$ cat src/rtl/riscv_mem_pkg.sv
// Shared constants for the data-memory path: access-size encodings, default bus widths
// and the state encoding of the data-memory port arbiter.
package riscv_mem_pkg;

  localparam int ADDR_W_DEF = 32;
  localparam int DATA_W_DEF = 32;

  // funct3 encodings of RV32I loads and stores, as understood by data_mem
  localparam logic [2:0] FUNCT3_LB  = 3'b000;
  localparam logic [2:0] FUNCT3_LH  = 3'b001;
  localparam logic [2:0] FUNCT3_LW  = 3'b010;
  localparam logic [2:0] FUNCT3_LBU = 3'b100;
  localparam logic [2:0] FUNCT3_LHU = 3'b101;
  localparam logic [2:0] FUNCT3_SB  = 3'b000;
  localparam logic [2:0] FUNCT3_SH  = 3'b001;
  localparam logic [2:0] FUNCT3_SW  = 3'b010;

  typedef enum logic {
    ARB_CPU   = 1'b0,
    ARB_FORCE = 1'b1
  } arbState_t;

endpackage

$ cat src/rtl/arb_wait_counter.sv
// Saturating count of cycles the host has been kept waiting behind the CPU.
// hit flags the last tolerated wait cycle, so the arbiter can force a stall on the next one.
module arb_wait_counter #(
  parameter int MAX_WAIT = 8
) (
  input  logic clk,
  input  logic reset,
  input  logic clr,
  input  logic inc,
  output logic hit
);

  localparam int CNT_W = $clog2(MAX_WAIT + 1);
  localparam logic [CNT_W-1:0] CNT_HIT = CNT_W'(MAX_WAIT - 1);
  localparam logic [CNT_W-1:0] CNT_MAX = CNT_W'(MAX_WAIT);

  logic [CNT_W-1:0] cntReg;
  logic [CNT_W-1:0] cntNext;

  always_comb begin
    cntNext = cntReg;
    if (clr) begin
      cntNext = '0;
    end else if (inc && (cntReg != CNT_MAX)) begin
      cntNext = cntReg + 1'b1;
    end
  end

  always_ff @(posedge clk) begin
    if (!reset) begin
      cntReg <= '0;
    end else begin
      cntReg <= cntNext;
    end
  end

  assign hit = (cntReg == CNT_HIT);

endmodule

$ cat src/rtl/dmem_port_arbiter.sv
// Shares the single data_mem port between the CPU load/store path and a host port.
// The CPU owns the bus whenever it asks; the host gets idle slots plus a one-cycle forced stall after a long wait.
module dmem_port_arbiter
  import riscv_mem_pkg::*;
#(
  parameter int ADDR_W   = ADDR_W_DEF,
  parameter int DATA_W   = DATA_W_DEF,
  parameter int MAX_WAIT = 8
) (
  input  logic              clk,
  input  logic              reset,
  input  logic              cpu_req,
  input  logic              cpu_we,
  input  logic [ADDR_W-1:0] cpu_addr,
  input  logic [DATA_W-1:0] cpu_wdata,
  input  logic [2:0]        cpu_funct3,
  output logic [DATA_W-1:0] cpu_rdata,
  output logic              cpu_stall,
  input  logic              host_valid,
  output logic              host_ready,
  input  logic              host_we,
  input  logic [ADDR_W-1:0] host_addr,
  input  logic [DATA_W-1:0] host_wdata,
  input  logic [2:0]        host_funct3,
  output logic              rsp_valid,
  output logic [DATA_W-1:0] rsp_data,
  output logic              mem_we,
  output logic [ADDR_W-1:0] mem_addr,
  output logic [DATA_W-1:0] mem_wdata,
  output logic [2:0]        mem_funct3,
  input  logic [DATA_W-1:0] mem_rdata
);

  arbState_t stateReg;
  arbState_t stateNext;
  logic      waitInc;
  logic      waitHit;
  logic      handshake;

  arb_wait_counter #(
    .MAX_WAIT(MAX_WAIT)
  ) waitCounter (
    .clk  (clk),
    .reset(reset),
    .clr  (!waitInc),
    .inc  (waitInc),
    .hit  (waitHit)
  );

  always_ff @(posedge clk) begin
    if (!reset) begin
      stateReg <= ARB_CPU;
    end else begin
      stateReg <= stateNext;
    end
  end

  always_comb begin
    stateNext = ARB_CPU;
    if ((stateReg == ARB_CPU) && cpu_req && host_valid && waitHit) begin
      stateNext = ARB_FORCE;
    end
  end

  // Grant is decided by cpu_req and state only; host_* merely steers the already-granted slot.
  always_comb begin
    mem_we     = 1'b0;
    mem_addr   = cpu_addr;
    mem_wdata  = cpu_wdata;
    mem_funct3 = cpu_funct3;
    host_ready = 1'b0;
    cpu_stall  = 1'b0;
    waitInc    = 1'b0;
    if (!reset) begin
      mem_we     = host_valid && host_we;
      mem_addr   = host_addr;
      mem_wdata  = host_wdata;
      mem_funct3 = host_funct3;
      host_ready = host_valid;
    end else begin
      case (stateReg)
        ARB_CPU: begin
          if (cpu_req) begin
            mem_we  = cpu_we;
            waitInc = host_valid;
          end else if (host_valid) begin
            mem_we     = host_we;
            mem_addr   = host_addr;
            mem_wdata  = host_wdata;
            mem_funct3 = host_funct3;
            host_ready = 1'b1;
          end
        end
        ARB_FORCE: begin
          cpu_stall  = 1'b1;
          mem_we     = host_valid && host_we;
          mem_addr   = host_addr;
          mem_wdata  = host_wdata;
          mem_funct3 = host_funct3;
          host_ready = 1'b1;
        end
        default: begin
          mem_we = 1'b0;
        end
      endcase
    end
  end

  assign handshake = host_valid && host_ready;
  assign cpu_rdata = mem_rdata;

  always_ff @(posedge clk) begin
    if (!reset) begin
      rsp_valid <= 1'b0;
      rsp_data  <= '0;
    end else begin
      rsp_valid <= handshake;
      if (handshake) begin
        rsp_data <= host_we ? '0 : mem_rdata;
      end
    end
  end

endmodule

$ cat config.mk
export PLATFORM = sky130hd
export DESIGN_NAME = dmem_port_arbiter
export DESIGN_NICKNAME = d
export VERILOG_FILES = /design/src/rtl/riscv_mem_pkg.sv /design/src/rtl/arb_wait_counter.sv /design/src/rtl/dmem_port_arbiter.sv
export SDC_FILE = /design/constraint.sdc
export NUM_CORES = 1
export LEC_CHECK = 0
export CORE_AREA = 2 2 120 122
export CTS_CLUSTER_DIAMETER = 150
export CTS_CLUSTER_SIZE = 30
export DETAILED_ROUTE_END_ITERATION = 10
export DIE_AREA = 0 0 122 124
export PLACE_DENSITY = 0.66
export REMOVE_ABC_BUFFERS = 1
export SLEW_MARGIN = 10
export SYNTH_ARGS = -nofsm -noshare
export SYNTH_HDL_FRONTEND = slang
export SYNTH_SLANG_ARGS = --single-unit
$ cat constraint.sdc
create_clock -name clk -period 3.6 [get_ports clk]
set_input_delay 0.9 -clock clk [delete_from_list [all_inputs] [get_ports clk]]
set_output_delay 0.9 -clock clk [all_outputs]
set_load 0.01 [all_outputs]
## Word level (Yosys, flattened, before mapping)

Index checks and enable logic that the tools add are counted.

| word-level totals | value |
|---|---|
| register bits after elaboration | 38 |
| latch bits | 0 |
| bits in writable memories | 0 |
| memory bits (read-only) | 0 |
| output and inout bits | 135 |
| memories kept | 0 |

| cells by class | value |
|---|---|
| add/sub/neg operators | 1 |
| multiply operators | 0 |
| divide/modulo/power cells | 0 |
| $lt $le $gt $ge | 0 |
| equal/unequal tests | 2 |
| shifts and indexed selects | 0 |
| mux-type cells | 27 |
| bitwise logic cells | 1 |
| reductions and logical operators | 7 |

Operators by type and width:

| kind | count |
|---|---|
| $mux 32 | 7 |
| $pmux 32 s2 | 2 |
| $mux 1 | 12 |
| $mux 3 | 3 |
| $logic_and 1x1->1 | 6 |
| $pmux 3 s2 | 1 |
| $add 4x1->4 const B | 1 |
| $eq 4x3->1 const B | 1 |
| $ne 4x4->1 const B | 1 |
| $pmux 1 s2 | 2 |
| $reduce_and 2->1 | 1 |
| $not 1->1 | 1 |

## Logic depth before layout (Yosys ltp)

| logic depth | value |
|---|---|
| depth after elaboration | 5 |
| depth in mapped cells | 6 |
| mapped depth without buffers | 5 |

## Modules after synthesis

From an unflattened synthesis, not the netlist that was laid out.

| second synthesis, totals | value |
|---|---|
| cell total of the unflattened synthesis | 258 |
| area, all modules | 2,514.9 sq um |

By module, submodules not included:

| module | times used | cells each | area an instance (sq um) | sequential area each (sq um) |
|---|---|---|---|---|
| dmem_port_arbiter | 1 | 233 | 2,289.7 | 680.7 |
| arb_wait_counter | 1 | 25 | 225.2 | 80.1 |

## Worst setup path before layout

Ideal clock, no wire load.

| timing path | value |
|---|---|
| path type | in2out |
| from | input cpu_req |
| to | output mem_funct3[0] |
| arrival time | 1,812 ps |
| required time | 2,700 ps |
| slack | 888 ps |
| stages on the path | 5 |
| buffers on the path | 2 |
| path through | nand2b_1 > nand3b_1 > buf_4 > buf_6 > mux2_4 |

| between the ends | value |
|---|---|
| word-level cells in the longest chain between the ends | 3 |

RTL lines:

| item | RTL line | source |
|---|---|---|
| from (decl) | dmem_port_arbiter.sv:12 | `input logic cpu_req,` |
| $mux 3 | dmem_port_arbiter.sv:83 | `if (cpu_req) begin` |
| $pmux 3 s2 | dmem_port_arbiter.sv:81 | `case (stateReg)` |
| $mux 3 | dmem_port_arbiter.sv:74 | `if (!reset) begin` |
| to (decl) | dmem_port_arbiter.sv:30 | `output logic [2:0] mem_funct3,` |

Every way passes these cells.

## Worst setup path in the final report

| timing path | value |
|---|---|
| from | input cpu_req |
| to | output mem_addr[30] |

| between the ends | value |
|---|---|
| word-level cells in the longest chain between the ends | 3 |

RTL lines:

| item | RTL line | source |
|---|---|---|
| $mux 32 | dmem_port_arbiter.sv:83 |  |
| $pmux 32 s2 | dmem_port_arbiter.sv:81 |  |
| $mux 32 | dmem_port_arbiter.sv:74 |  |
| to (decl) | dmem_port_arbiter.sv:28 | `output logic [ADDR_W-1:0] mem_addr,` |

Every way passes these cells.

==> out/qor.csv <==
stage,metric,value,unit
status,status,"complete, no violations",
logic_synthesis,synth_top_flop_cell,dfxtp_1,
logic_synthesis,yosys.cell_types.count,32,
drt,wire_per_inst,17.78,um
logic_synthesis,synth.most_common_cell,dfxtp_1,
placement,place.port_buffers,306,
pwr,seqPwrFrac,0.273,
logic_synthesis,synthArstFlopShare,0,
drt,first_iter_violations,122,
pwr,fin_total_pwr,1618,uW
finish,stdcell_area,5859,um2
timing,min_period_over_period,0.9032,
logic_synthesis,avgSynthCellArea,10.26,um2
timing,setup_viol_count_final,0,
logic_synthesis,netlist_top_cells_count,"dfxtp_1, mux2_2, buf_4, mux2_4, nand2_1",
finish,multi_input_area,1466,um2
placement,finalWeightedCongestion,0.7360,
cts,clock_sinks,38,
drt,drt_first_pass_iters,4,
finish,num-fill-cells,1351,
drt,wl,12.91,mm
cts,htree_num_levels,2,
cts,root_buffer,clkbuf_16,
timing,period_needed,3.251,ns
timing,slew_viol_final,0,
finish,antenna_cells,0,
floorplan,start_util,0.1900,
logic_synthesis,ys_ff_latch,38,
logic_synthesis,yosys.area.top_type_share,0.2919,
global_routing,grtUsageTotal,0.1499,
logic_synthesis,syn_area,2606,um2
logic_synthesis,synthTopCellsByArea,"dfxtp_1, mux2_4, mux2_2",
logic_synthesis,synth_edf_count,0,
pwr,clockPowerShare,0.357,
global_routing,grt_pass1_vias,2974,
placement,post_dp_cell_area,5704,um2
timing,rsz0062_at_grt,false,
global_routing,overflow,0,
hold_path,hold_path_class,reg2reg,
floorplan,rows,43,
logic_synthesis,ys_seq_area_frac,0.2919,
setup_path,crit_arrival,2.35,ns
cts,insertion_delay,0.28,ns
timing,holdWs,0.4582,ns
finish,seqCellArea,760.7,um2
pwr,peakVddDrop,0.0002401,V
setup_path,crit_required,2.70,ns
finish,layout.nets,719,
pwr,powerDensity,276.1,nW/um2
logic_synthesis,syn_inst,254,
timing,fmax,307.6,MHz
cts,cts_tree,yes,
setup_path,crit_path_end_kind,output pin,
pwr,p_leak,0.002443,uW
global_routing,antenna_found_initial,0,
global_routing,grt_max_degree,23,
placement,pre_cts_slack,-0.1297,ns
drt,via_per_inst,4.191,
pwr,p_sw,394.7,uW
finish,syn_to_final_growth,124.8,%
cts,cts_made_buffers,5,
drt,antenna_left,0,
drt,drc,0,
pwr,p_int,1223,uW
floorplan,die-area,15130,um2
floorplan,core,13720,um2
finish,drive_gt1_frac,0.2436,
run,max-cap-violations,0,
timing,worst_slew_pin_slew,0.7424,ns
drt,via_count,3043,
setup_path,path_class,in2out,
global_routing,grt_pass1_wl,17.22,mm
floorplan,die_w,122,um
setup_path,cp_max_fo,13,
timing,finalHoldViolations,0,
logic_synthesis,yosysWarningCount,0,
timing,relSlewSlack,0.5021,
cts,cts_buffer_depth,2,
timing,worst_slack,0.3485,ns
setup_path,critPathLaunchType,input pin,
pwr,p_sw_frac,0.2440,
cts,clkSlewWorstSetupHoldPaths,0.06,ns
logic_synthesis,yosys.area.top_type,dfxtp_1,
pwr,power_frac_comb,0.371,
timing,clock_skew,0.005344,ns
placement,dp_hpwl,10.87,mm
placement,dp_cells,708,
floorplan,die_y,124,um
finish,final_cells,726,
floorplan,io_pins,307,
worst max-delay path, stage by stage:
cell and delay (ns):
dlymetal6s2s_1 0.14, nand2b_4 0.14, nand3b_1 0.17, buf_12 0.16, buf_12 0.10, buf_12 0.14, mux2_2 0.33, dlygate4sd2_1 0.28
cell families (layout without fill, tap and decap cells):
group           after synthesis  after routing  synth area share
flops                        38             38            0.2919
simple gates                 54             54            0.1143
mux                          68             68            0.3365
compound gates               35             35           0.09265
fa+ha+maj                     2              2          0.009600
buf+inv                      55            347            0.1483
xor+xnor                      2              2          0.006722
final timing paths:
| check | start | endpoint | slack, ns | cells past startpoint |
|---|---|---|---|---|
| worst max-delay path | cpu_req | mem_addr[30] | 0.35 | 8 |
| worst min-delay path | rsp_data[9] | rsp_data[9] | 0.46 | 2 |
| worst max register to register | stateReg | rsp_data[27] | 2.12 | 3 |
| worst min register to register | rsp_data[9] | rsp_data[9] | 0.46 | 2 |
placed cells by master (no fill, tap or decap), drive strengths merged:
cell           count
dlygate4sd2       35
nor2               3
nand3b             4
or2                1
nor3               1
nand3              2
a22o              16
inv                3
mux2              67
and2               2
mux2i              1
bufinv             2
nand2b             2
nand4             16
o21ai             17
a21oi              1
clkdlybuf4s15     10
buf               33
xor2               1
nand2             18
nor2b              1
nand4b             1
or2b               1
clkdlybuf4s50    235
ha                 2
a21boi             1
clkbuf            24
and3               2
dlymetal6s2s       4
xnor2              1
clkinv             1
dfxtp             38
routing by layer:
| metal | up-vias | wire length, um | GRT usage |
|---|---|---|---|
| li1 | 1457 | - | - |
| met4 | 0 | 85 | 0.02730 |
| met3 | 9 | 1223 | 0.04670 |
| met2 | 154 | 6463 | 0.2570 |
| met5 | - | 0 | 0 |
| met1 | 1423 | 5138 | 0.1867 |
through the flow:
stage | util | setup TNS (ns)
3_3_place_gp | 0.4158 | -4.434
6_report | 0.4271 | 0
3_5_place_dp | 0.4158 | -5.545
4_1_cts | 0.4305 | 0
5_1_grt | 0.4271 | 0
2_1_floorplan | - | -75.03
power by group through the flow:
stage	Clock, uW	Sequential, uW	Combinational, uW
after floorplan	0	456	185
after global placement	0	450	633
after detailed placement	0	451	638
after CTS	590	441	610
after global routing	607	443	634
final	577	441	600
state kept, by name, indices dropped and copies added, names as in the netlist:
register	cells
rsp_data	32
waitCounter.cntReg	4
rsp_valid	1
stateReg	1
layout make-up:
cell class                 instances  area share
timing repair buffer             336      0.5464
multi-input combinational        161      0.2503
sequential                        38      0.1298
tap                              180     0.03844
clock buffer                       5     0.02135
clock inverter                     3     0.01174
inverter                           3    0.001922
repair_timing:
| action | 4_1_cts | 5_1_grt |
|---|---|---|
| setup endpoints to repair | 67 | 35 |
| hold buffers | 0 | 0 |
| setup buffers | 5 | 5 |
| resized for setup | 96 | 31 |
| pin swaps | 0 | 1 |
| cloned | 0 | 0 |
(Power assumes the default switching activity.)
